### src/rtl/div_iter_unit.sv
// ---------------------------------------------------------------------------
// div_iter_unit
//
// Iterative 32-bit radix-2 restoring divider. It sits at the responder end of
// the divider stream interface driven by the execute stage. The execute stage
// presents the divisor and the dividend on independent valid/ready channels.
// It then stalls until the one-cycle result pulse, and writes the quotient to
// LO and the remainder to HI.
//
// One instance is built per signedness: SIGNED=1 for DIV, SIGNED=0 for DIVU.
//
// Ports:
//   clk                     rising-edge clock
//   resetn                  asynchronous active-low reset
//   s_axis_divisor_tdata    divisor operand (32)
//   s_axis_divisor_tvalid   divisor valid
//   s_axis_divisor_tready   divisor ready (high while idle and not yet captured)
//   s_axis_dividend_tdata   dividend operand (32)
//   s_axis_dividend_tvalid  dividend valid
//   s_axis_dividend_tready  dividend ready (high while idle and not yet captured)
//   m_axis_dout_tdata       {quotient[63:32], remainder[31:0]}, held until next result
//   m_axis_dout_tvalid      one-cycle result pulse, no back-pressure
//
// Build option:
//   DIV_ZERO_FAST_EN  when defined, a zero divisor skips the iterations. The
//                     divide-by-zero result is then presented in the cycle
//                     after the capture edge.
// ---------------------------------------------------------------------------
module div_iter_unit #(
  parameter bit SIGNED = 1'b1
) (
  input  logic        clk,
  input  logic        resetn,
  input  logic [31:0] s_axis_divisor_tdata,
  input  logic        s_axis_divisor_tvalid,
  output logic        s_axis_divisor_tready,
  input  logic [31:0] s_axis_dividend_tdata,
  input  logic        s_axis_dividend_tvalid,
  output logic        s_axis_dividend_tready,
  output logic [63:0] m_axis_dout_tdata,
  output logic        m_axis_dout_tvalid
);

`ifdef DIV_ZERO_FAST_EN
  localparam bit ZERO_FAST = 1'b1;
`else
  localparam bit ZERO_FAST = 1'b0;
`endif

  typedef enum logic [1:0] {
    IDLE = 2'd0,
    CALC = 2'd1,
    OUT  = 2'd2
  } state_t;

  state_t      state, state_next;

  // Operand capture: each channel is held here independently until the
  // operation that uses it completes.
  logic        divisor_captured, dividend_captured;
  logic [31:0] divisor_hold, dividend_hold;

  // Iteration datapath. The quo register starts out holding the dividend
  // magnitude. Dividend bits shift out of its top while quotient bits shift
  // in at its bottom.
  logic [31:0] divisor_mag;
  logic [31:0] rem;
  logic [31:0] quo;
  logic [5:0]  cnt;
  logic        sign_q, sign_r;
  logic [63:0] dout;

  // Combinational helpers
  logic        divisor_fire, dividend_fire;
  logic        start, fast_zero, last_iter;
  logic [31:0] op_a, op_b;
  logic        neg_a, neg_b;
  logic [31:0] abs_a, abs_b;
  logic [32:0] shifted, trial;
  logic [31:0] rem_next, quo_next;
  logic [31:0] q_fin, r_fin;
  logic [31:0] zero_q;

  // ---------------------------------------------------------------------
  // Capture, operand selection and one restoring iteration
  // ---------------------------------------------------------------------
  // NOTE: every signal written in an always_comb gets a value at the top of
  // the block. Any path that leaves a signal unassigned would infer a latch.
  always_comb begin
    divisor_fire  = 1'b0;
    dividend_fire = 1'b0;
    start         = 1'b0;
    fast_zero     = 1'b0;
    op_a          = '0;
    op_b          = '0;
    neg_a         = 1'b0;
    neg_b         = 1'b0;
    abs_a         = '0;
    abs_b         = '0;
    shifted       = '0;
    trial         = '0;
    rem_next      = rem;
    quo_next      = quo;
    q_fin         = '0;
    r_fin         = '0;
    zero_q        = '0;
    last_iter     = 1'b0;

    divisor_fire  = (state == IDLE) && !divisor_captured  && s_axis_divisor_tvalid;
    dividend_fire = (state == IDLE) && !dividend_captured && s_axis_dividend_tvalid;

    // The operation starts on the edge that completes the pair. The operand
    // already captured comes from its hold register, and the operand arriving
    // now comes straight off the bus.
    start = (state == IDLE)
            && (divisor_captured  || divisor_fire)
            && (dividend_captured || dividend_fire);

    op_a  = dividend_captured ? dividend_hold : s_axis_dividend_tdata;
    op_b  = divisor_captured  ? divisor_hold  : s_axis_divisor_tdata;
    neg_a = SIGNED && op_a[31];
    neg_b = SIGNED && op_b[31];
    // The magnitude of 0x80000000 is still 0x80000000 when read as unsigned,
    // so the most negative operand needs no special case.
    abs_a = neg_a ? (32'd0 - op_a) : op_a;
    abs_b = neg_b ? (32'd0 - op_b) : op_b;

    fast_zero = ZERO_FAST && (op_b == 32'd0);
    // Divide-by-zero quotient: all ones, or +1 once a negative dividend's
    // sign is applied. The remainder is the dividend itself.
    zero_q    = neg_a ? 32'h0000_0001 : 32'hFFFF_FFFF;

    // Restoring step. The partial remainder is always below the divisor, so
    // the shifted value fits in 33 bits and bit 32 of the difference is the
    // borrow. With a zero divisor the shifted value never reaches bit 32,
    // which produces the all-ones quotient and the remainder equal to the
    // dividend without any special case.
    shifted = {rem, quo[31]};
    trial   = shifted - {1'b0, divisor_mag};
    if (!trial[32]) begin
      rem_next = trial[31:0];
      quo_next = {quo[30:0], 1'b1};
    end else begin
      rem_next = shifted[31:0];
      quo_next = {quo[30:0], 1'b0};
    end

    last_iter = (state == CALC) && (cnt == 6'd31);

    // Sign correction on the final iteration. sign_q and sign_r are only ever
    // set when SIGNED=1.
    q_fin = sign_q ? (32'd0 - quo_next) : quo_next;
    r_fin = sign_r ? (32'd0 - rem_next) : rem_next;
  end

  // ---------------------------------------------------------------------
  // FSM: next state
  // ---------------------------------------------------------------------
  always_comb begin
    state_next = state;
    unique case (state)
      IDLE: begin
        if (start) begin
          state_next = fast_zero ? OUT : CALC;
        end
      end
      CALC: begin
        if (last_iter) begin
          state_next = OUT;
        end
      end
      OUT:     state_next = IDLE;
      default: state_next = IDLE;
    endcase
  end

  // NOTE: sequential state always uses non-blocking assignments. Every
  // register then samples values from before the edge, and the order of the
  // statements cannot change the result.
  always_ff @(posedge clk or negedge resetn) begin
    if (!resetn) begin
      state <= IDLE;
    end else begin
      state <= state_next;
    end
  end

  // ---------------------------------------------------------------------
  // Datapath registers
  // ---------------------------------------------------------------------
  // NOTE: the datapath registers are reset along with the control state.
  // The result bus must read 0 out of reset. The remaining registers are few,
  // so they are cleared as well, which keeps the block free of X after reset.
  always_ff @(posedge clk or negedge resetn) begin
    if (!resetn) begin
      divisor_captured  <= 1'b0;
      dividend_captured <= 1'b0;
      divisor_hold      <= '0;
      dividend_hold     <= '0;
      divisor_mag       <= '0;
      rem               <= '0;
      quo               <= '0;
      cnt               <= '0;
      sign_q            <= 1'b0;
      sign_r            <= 1'b0;
      dout              <= '0;
    end else begin
      if (divisor_fire) begin
        divisor_captured <= 1'b1;
        divisor_hold     <= s_axis_divisor_tdata;
      end
      if (dividend_fire) begin
        dividend_captured <= 1'b1;
        dividend_hold     <= s_axis_dividend_tdata;
      end

      if (start) begin
        cnt         <= '0;
        rem         <= '0;
        quo         <= abs_a;
        divisor_mag <= abs_b;
        sign_q      <= neg_a ^ neg_b;
        sign_r      <= neg_a;
        if (fast_zero) begin
          // Skip the iterations. These assignments come after the capture
          // above, so they override it and free both channels here.
          dout              <= {zero_q, op_a};
          divisor_captured  <= 1'b0;
          dividend_captured <= 1'b0;
        end
      end

      if (state == CALC) begin
        rem <= rem_next;
        quo <= quo_next;
        cnt <= cnt + 6'd1;
        if (last_iter) begin
          dout              <= {q_fin, r_fin};
          divisor_captured  <= 1'b0;
          dividend_captured <= 1'b0;
        end
      end
    end
  end

  // ---------------------------------------------------------------------
  // Outputs
  // ---------------------------------------------------------------------
  assign s_axis_divisor_tready  = (state == IDLE) && !divisor_captured;
  assign s_axis_dividend_tready = (state == IDLE) && !dividend_captured;
  assign m_axis_dout_tdata      = dout;
  assign m_axis_dout_tvalid     = (state == OUT);

endmodule

### config.mk
export PLATFORM = sky130hd
export DESIGN_NAME = div_iter_unit
export DESIGN_NICKNAME = d
export VERILOG_FILES = /design/src/rtl/div_iter_unit.sv
export SDC_FILE = /design/constraint.sdc
export NUM_CORES = 1
export LEC_CHECK = 0
export BUFFER_PORTS_ARGS = -buffer_cell sky130_fd_sc_hd__buf_2
export CAP_MARGIN = 20
export CORE_UTILIZATION = 61
export CTS_CLUSTER_DIAMETER = 30
export DETAILED_ROUTE_END_ITERATION = 8
export PLACE_DENSITY = 0.81
export REMOVE_ABC_BUFFERS = 1
export SLEW_MARGIN = 15
export SYNTH_ARGS = -nofsm -noshare
export SYNTH_HDL_FRONTEND = slang
export SYNTH_SLANG_ARGS = --single-unit
### constraint.sdc
create_clock -name clk -period 6.2 [get_ports clk]
set_input_delay 0.31 -clock clk [delete_from_list [all_inputs] [get_ports clk]]
set_output_delay 0.31 -clock clk [all_outputs]
set_load 0.02 [all_outputs]
==> results.rst, run 1 <==
.. list-table::
   :header-rows: 1

   * - Metric
     - Value
   * - Most repeated cell in the gate-level netlist after synthesis
     - dfrtp_1
   * - Iteration-0 DRC Markers
     - 1171
   * - Pre-CTS worst setup slack
     - 1.52 ns
   * - Largest clock skew in the final design
     - 0.0290 ns
   * - Max-slew headroom
     - 0.250
   * - Sequential fraction of the synthesis area
     - 0.391
   * - Routability-driven placement congestion ratio
     - between 0.9 and 1
   * - Type of the most critical hold path
     - in -> reg
   * - Iteration count of the initial detailed-routing pass
     - 5
   * - Area grow syn2layout
     - 21.3%
   * - Clk Tree Root Cell
     - clkbuf_16
   * - Number of nets still failing antenna checks after routing
     - 0
   * - Number of enable-type register cells in the synthesized netlist
     - 0
   * - Crit path arrival time
     - 5.23 ns
   * - Portion of synthesized cell area occupied by the leading cell type
     - 0.391
   * - Biggest area contributors in the synthesized netlist
     - dfrtp_1 39%, o21ai_0 7.2%, mux2i_1 5.4%
   * - Post-CTS repair timing setup buffer count
     - 0
   * - Required arrival time at the worst endpoint
     - between 6 and 7 ns
   * - Final worst path period need
     - 4.83 ns
   * - Commonest cells in the netlist
     - 236 x dfrtp_1, 218 x o21ai_0, 199 x nand2_1
   * - Peak Freq
     - 207 MHz
   * - Vias after detailed routing
     - 13800
   * - Horiz. Die Dim
     - ~160 um
   * - Unrepaired setup endpoints after global routing
     - no
   * - Routed wire per std cell
     - 19.2 um
   * - Routed WL
     - between 40000 and 50000 um
   * - Wire length of the first global-routing pass
     - 67600 um
   * - Cell area after synthesis
     - 15100 sq um
   * - Clock edge transition at the registers on the reported setup and hold paths
     - 0.05 ns
   * - Most used DFF post-synth
     - dfrtp_1
   * - Average vias per placed instance
     - 6.26
   * - Slew at the pin closest to its max-slew limit
     - 1.12 ns
   * - Final Instance Count excl. Fillers
     - 2204
   * - Worst Hold Margin
     - between 0.01 and 0.015 ns
   * - Count of pins over their slew limit
     - 0
   * - Kind of critical path
     - reg -> reg
   * - HPWL after detailed placement
     - 27600 um
   * - CTS sink count
     - 236
   * - Number of cells in the design after placement
     - 2072
   * - Clock tree from TritonCTS
     - built
   * - Number of buffers and inverters on the critical path
     - 3
   * - Critical Path End Type
     - register
   * - DRC viols
     - 0
   * - Port-buffer cells
     - around 130
   * - Number of antenna violations at the first check in global routing
     - 4
   * - CTS max path bufs
     - 3
   * - NumNets Final
     - 1940
   * - Fraction of final layout cells with drive strength greater than 1
     - 0.185
   * - Total setup violations reported at the end of the flow
     - 0
   * - Number of gates resized after CTS
     - 0
   * - Number of I/O pins
     - approximately 140
   * - Result of the run
     - completed
   * - Ys Warns
     - 0
   * - Maximum fanout count along the critical path
     - 53
   * - Cell Chain, Critical Path
     - inv_1, ha_1, fa_1, nor2b_1, o21ai_1, a211o_1, a311o_1, o211a_1, inv_1, buf_4, ha_1, nor2b_1, nand4_1, nand2b_1, o21ai_0, xor2_1, o21ai_0
   * - Later-pin clock latency in the skew report
     - about 0.57 ns
   * - Flop2flop setup slack
     - ~1.4 ns
   * - Tot GR Track Use
     - 0.328
   * - Starting density of the core
     - 0.621
   * - Worst Setup Slack, final
     - roughly 1.4 ns
   * - Total number of H-tree levels
     - 2
   * - Final total negative setup slack
     - 0 ns
   * - Std-Cell Core Area
     - 24300 sq um
   * - Synth Instances
     - 1698
   * - Asr flop ratio synth
     - 1.00
   * - Critical path launch point type
     - register
   * - Num rows
     - 57
   * - Number of unique standard cell types used by synthesis
     - 75
   * - Number of clock buffers inserted by TritonCTS
     - 57
   * - Die Y-Extent
     - 159 um
   * - Area of the die
     - 25400 sq um
   * - Pin count of the biggest net entering global routing
     - 108
   * - Aggregate global routing overflow
     - 0
   * - Number of synthesized register bits
     - ~240
   * - Portion of the clock cycle consumed by the worst path in the final layout
     - 0.779
   * - Peak per-stage delay on the critical path
     - 0.54 ns
   * - Count of final hold-check violations
     - 0
   * - Number of buffers inserted for hold repair after clock tree synthesis
     - 26
   * - Mean area per synthesized cell
     - slightly below 9 sq um
   * - Number of global-route vias before repair
     - 13100
   * - Cell class contributing the biggest share of worst-path delay
     - compound AO/OA/AOI/OAI gates
   * - Max-capacitance violation count
     - 0
   * - Synth area leader
     - dfrtp_1
   * - Slowest library cell on the worst path
     - buf_4
==> cells in the final DEF (no fill, tap or decap), types with 11 or more instances in the layout <==
| cell type | netlist | layout |
|---|---|---|
| nand3_1 | 50 | 50 |
| nor3b_1 | 11 | 11 |
| nor2_1 | 87 | 86 |
| dfrtp_1 | 236 | 234 |
| or3_1 | 16 | 15 |
| a22oi_1 | 30 | 30 |
| o31ai_1 | 22 | 22 |
| mux2_2 | 71 | 71 |
| nor3_1 | 52 | 52 |
| ha_1 | 37 | 37 |
| o21a_1 | 12 | 12 |
| a21oi_1 | 79 | 79 |
| mux2i_1 | 82 | 82 |
| buf_2 | 10 | 133 |
| clkbuf_16 | 0 | 58 |
| xnor2_1 | 70 | 70 |
| and3_1 | 12 | 12 |
| buf_4 | 2 | 17 |
| nand2_1 | 199 | 198 |
| bufinv_16 | 0 | 12 |
| inv_1 | 50 | 50 |
| nand4_1 | 11 | 11 |
| o21ai_0 | 218 | 218 |
| nand2b_1 | 17 | 16 |
| dlygate4sd3_1 | 0 | 26 |
| xor2_1 | 63 | 63 |
| nor4_1 | 15 | 15 |
==> layer usage <==
layer / part of all wire / track usage / vias up
met4: 0.030 / 0.120 / 4
met1: 0.42 / 0.435 / 6663
li1: - / - / 6398
met5: 0.00069 / 0 / -
met3: 0.075 / 0.0620 / 124
met2: 0.47 / 0.537 / 613
==> cell families (layout without fill, tap and decap cells) <==
group           Yosys count  in the layout  share of synthesized area
simple gates            525            525                      0.167
compound gates          461            461                      0.185
flops                   236            236                      0.391
mux                     154            154                      0.108
buf+inv                 151            331                     0.0400
xor+xnor                133            133                     0.0771
fa+ha+maj                38             38                     0.0320
other cells               0              2                          0
==> path summary, 6_finish.rpt <==
| kind | depth (start not counted) | to | start |
|---|---|---|---|
| setup / recovery | 17 | m_axis_dout_tdata[62] | quo[31] |
| hold / removal | 2 | dividend_hold[24] | s_axis_dividend_tdata[24] |
| setup reg to reg | 17 | m_axis_dout_tdata[62] | quo[31] |
| hold reg to reg | 2 | m_axis_dout_tdata[1] | m_axis_dout_tdata[1] |
| max in group asynchronous | 3 | divisor_captured | resetn |
| min in group asynchronous | 2 | m_axis_dout_tdata[25] | resetn |
==> state kept, by name (all words and copies together) (netlist names) <==
| register | count |
|---|---|
| m_axis_dout_tdata | 64 |
| dividend_hold | 32 |
| divisor_hold | 32 |
| divisor_mag | 32 |
| quo | 32 |
| rem | 32 |
| cnt | 6 |
| state | 2 |
| dividend_captured | 1 |
| divisor_captured | 1 |
| sign_q | 1 |
| sign_r | 1 |
==> stage by stage <==
| stage | cell area [sq um] | util |
|---|---|---|
| final | 18300 | 0.754 |
| after detailed placement | 15900 | 0.655 |
| after global placement | 15900 | 0.655 |
| after global routing | 18300 | 0.754 |
| after CTS | 18300 | 0.753 |
| after floorplan | 14700 | - |
==> area by class of cell <==
type                            instances  area (sq um)
Fill cell                            1613          5980
Tap cell                              324           405
Timing Repair Buffer                  178          1080
Antenna cell                            2          5.00
Clock buffer                           66          1540
Inverter                               50           188
Sequential cell                       236          5910
Clock inverter                         37           586
Multi-Input combinational cell       1311          8620
Power of run 1 is left out: the tool's default activity adds up to more than one toggle a clock period on the data nets, which glitch-free logic cannot reach.
==> inputs of run 2 (changes only) <==
Settings changed: CORE_UTILIZATION 61 to 55, PLACE_DENSITY 0.81 to 0.78.
Clock period 6.2 ns to 4.2 ns, I/O delays scaled along.
==> run 2 against run 1 <==
Compared with the run above:
- the flow now finishes with violations (setup timing)
- fmax grew 15%
- sequential cell count is the same
- clock-buffer cell count shrank 7
- die area grew 11%
- critical path depth is the same
- largest cell class unchanged
- clock skew grew 0.00070 ns
- hold slack gained 0.29 ns
==> results.rst, run 2 (synthesis gave the netlist of run 1 again) <==
.. list-table::
   :header-rows: 1

   * - Metric
     - Value
   * - CTS max path bufs
     - 3
   * - Count of final hold-check violations
     - 0
   * - Number of I/O pins
     - 135
   * - Type of the most critical hold path
     - in -> async
   * - Critical Path End Type
     - register
   * - Number of antenna violations at the first check in global routing
     - 1
   * - Number of nets still failing antenna checks after routing
     - 0
   * - Vias after detailed routing
     - 14100
   * - Failing checks
     - setup timing
   * - CTS sink count
     - between 200 and 250
   * - Crit path arrival time
     - 4.61 ns
   * - Number of cells in the design after placement
     - 2201
   * - Clk Tree Root Cell
     - clkbuf_16
   * - Area of the die
     - 28100 sq um
   * - Worst Setup Slack, final
     - -0.00541 ns
   * - Commonest cells after routing, fill and taps aside
     - 234 x dfrtp_1, 216 x o21ai_0, 198 x nand2_1, 133 x buf_2, 130 x buf_4
   * - Routed wire per std cell
     - ~18 um
   * - Std-Cell Core Area
     - 27000 sq um
   * - Layout Cell Area excl Fill
     - 19500 sq um
   * - Number of global-route vias before repair
     - 14000
   * - Max FFs per register
     - between 60 and 70
   * - Total setup violations reported at the end of the flow
     - 1
   * - Unrepaired setup endpoints after global routing
     - yes
   * - Cell Chain, Critical Path
     - ha_2, fa_2, nor2b_4, o21ai_4, a211o_1, a311oi_2, o211a_1, inv_2, buf_6, buf_6, buf_12, nor4_1, o21ai_0, or2_2, o41ai_1, xor2_1, o21ai_0
   * - Port-buffer cells
     - between 100 and 150
   * - Required arrival time at the worst endpoint
     - 4.61 ns
   * - Later-pin clock latency in the skew report
     - 0.56 ns
   * - Num rows
     - 60
   * - Iteration count of the initial detailed-routing pass
     - 6
   * - Routed WL
     - 43500 um
   * - Slowest library cell on the worst path
     - nor4_1
   * - Count of pins over their slew limit
     - 0
   * - Max-capacitance violation count
     - 0
   * - Wire length of the first global-routing pass
     - a little over 70000 um
   * - Peak per-stage delay on the critical path
     - 0.44 ns
   * - Total number of H-tree levels
     - 2
   * - Peak Freq
     - 238 MHz
   * - NumNets Final
     - 2093
   * - Startpoint of the worst-slack reg-to-reg timing path
     - divisor_mag[0]
   * - Number of buffers and inverters on the critical path
     - 4
   * - Result of the run
     - finished, violations left
   * - Fraction of final layout cells with drive strength greater than 1
     - 0.239
   * - Horiz. Die Dim
     - 168 um
   * - Iteration-0 DRC Markers
     - 1065
   * - Slew at the pin closest to its max-slew limit
     - 1.01 ns
   * - Clock tree from TritonCTS
     - built
   * - Maximum fanout count along the critical path
     - 8
   * - Clock edge transition at the registers on the reported setup and hold paths
     - 0.05 ns
   * - Number of clock buffers inserted by TritonCTS
     - 53
   * - Capture point of the worst reg-to-reg path
     - m_axis_dout_tdata[27]
   * - DRC viols
     - 0
   * - Cell class contributing the biggest share of worst-path delay
     - compound AO/OA/AOI/OAI gates
   * - Length in cells of the worst reg-to-reg path
     - 17
   * - Kind of critical path
     - reg -> reg
   * - HPWL after detailed placement
     - 28800 um
   * - Average vias per placed instance
     - 5.94
   * - Largest clock skew in the final design
     - 0.0297 ns
   * - Area grow syn2layout
     - 29.3%
   * - Routability-driven placement congestion ratio
     - 0.948
   * - Total placed instance area
     - 16800 sq um
   * - Final worst path period need
     - 4.21 ns
   * - Final Instance Count excl. Fillers
     - 2373
   * - Portion of the clock cycle consumed by the worst path in the final layout
     - 1.00
   * - Pin count of the biggest net entering global routing
     - 111
   * - Most frequent standard cell in the layout excluding fill and tap cells
     - dfrtp_1
   * - Aggregate global routing overflow
     - 0
   * - Startpoint of the most critical setup path
     - divisor_mag[0]
   * - Critical path launch point type
     - register
   * - Flop2flop setup slack
     - -0.005 ns
   * - Number of cells on the critical path
     - 17
   * - Max-slew headroom
     - 0.328
   * - Die Y-Extent
     - between 150 and 200 um
   * - Tot GR Track Use
     - 0.310
   * - Starting density of the core
     - 0.561
## run 2: final cells by class
| type | count | area (sq um) |
|---|---|---|
| inverters | 50 | 188 |
| well taps | 341 | 427 |
| repair buffers | 335 | 2410 |
| clock inverters | 39 | 450 |
| clock buffers | 59 | 1370 |
| diodes | 2 | 5.00 |
| fillers | 1927 | 7410 |
| multi-input cells | 1311 | 8780 |
| flip-flops and latches | 236 | 5910 |
## run 2: per-layer routing
layer / up-vias / routed length, um / GRT usage
li1: 6709 / - / -
met1: 6734 / 18000 / 0.396
met3: 126 / 2580 / 0.0411
met5: - / 0 / 0
met4: 0 / 1480 / 0.121
met2: 535 / 21500 / 0.535
## run 2: worst max-delay path by stage
stage                            endpoint  slack (ns)
floorplan           m_axis_dout_tdata[26]       -1.61
global placement    m_axis_dout_tdata[26]       -0.14
detailed placement  m_axis_dout_tdata[26]       -0.40
CTS                 m_axis_dout_tdata[26]        0.03
global route        m_axis_dout_tdata[27]       -0.21
finish              m_axis_dout_tdata[27]      -0.005
## run 2: repair_timing
| action | CTS | global route |
|---|---|---|
| endpoints found under the hold margin | 172 | 0 |
| hold buffers | 65 | 0 |
| cloned | 0 | 1 |
| setup endpoints to repair | 11 | 14 |
| resized for setup | 16 | 21 |
| pin swaps | 4 | 12 |
| buffers inserted | 1 | 5 |
## run 2: per-stage QoR
step                worst slack [ns]  hold WS, ns  setup TNS [ns]  utilization
floorplan                      -1.61      -0.0856          -45.58            -
detailed placement            -0.403        0.324           -2.32        0.624
global route                  -0.211        0.365           -1.50        0.725
global placement              -0.142        0.318          -0.421        0.624
CTS                           0.0257        0.337               0        0.719
finish                      -0.00541        0.301        -0.00541        0.725
Power of run 2 is left out for the same reason.
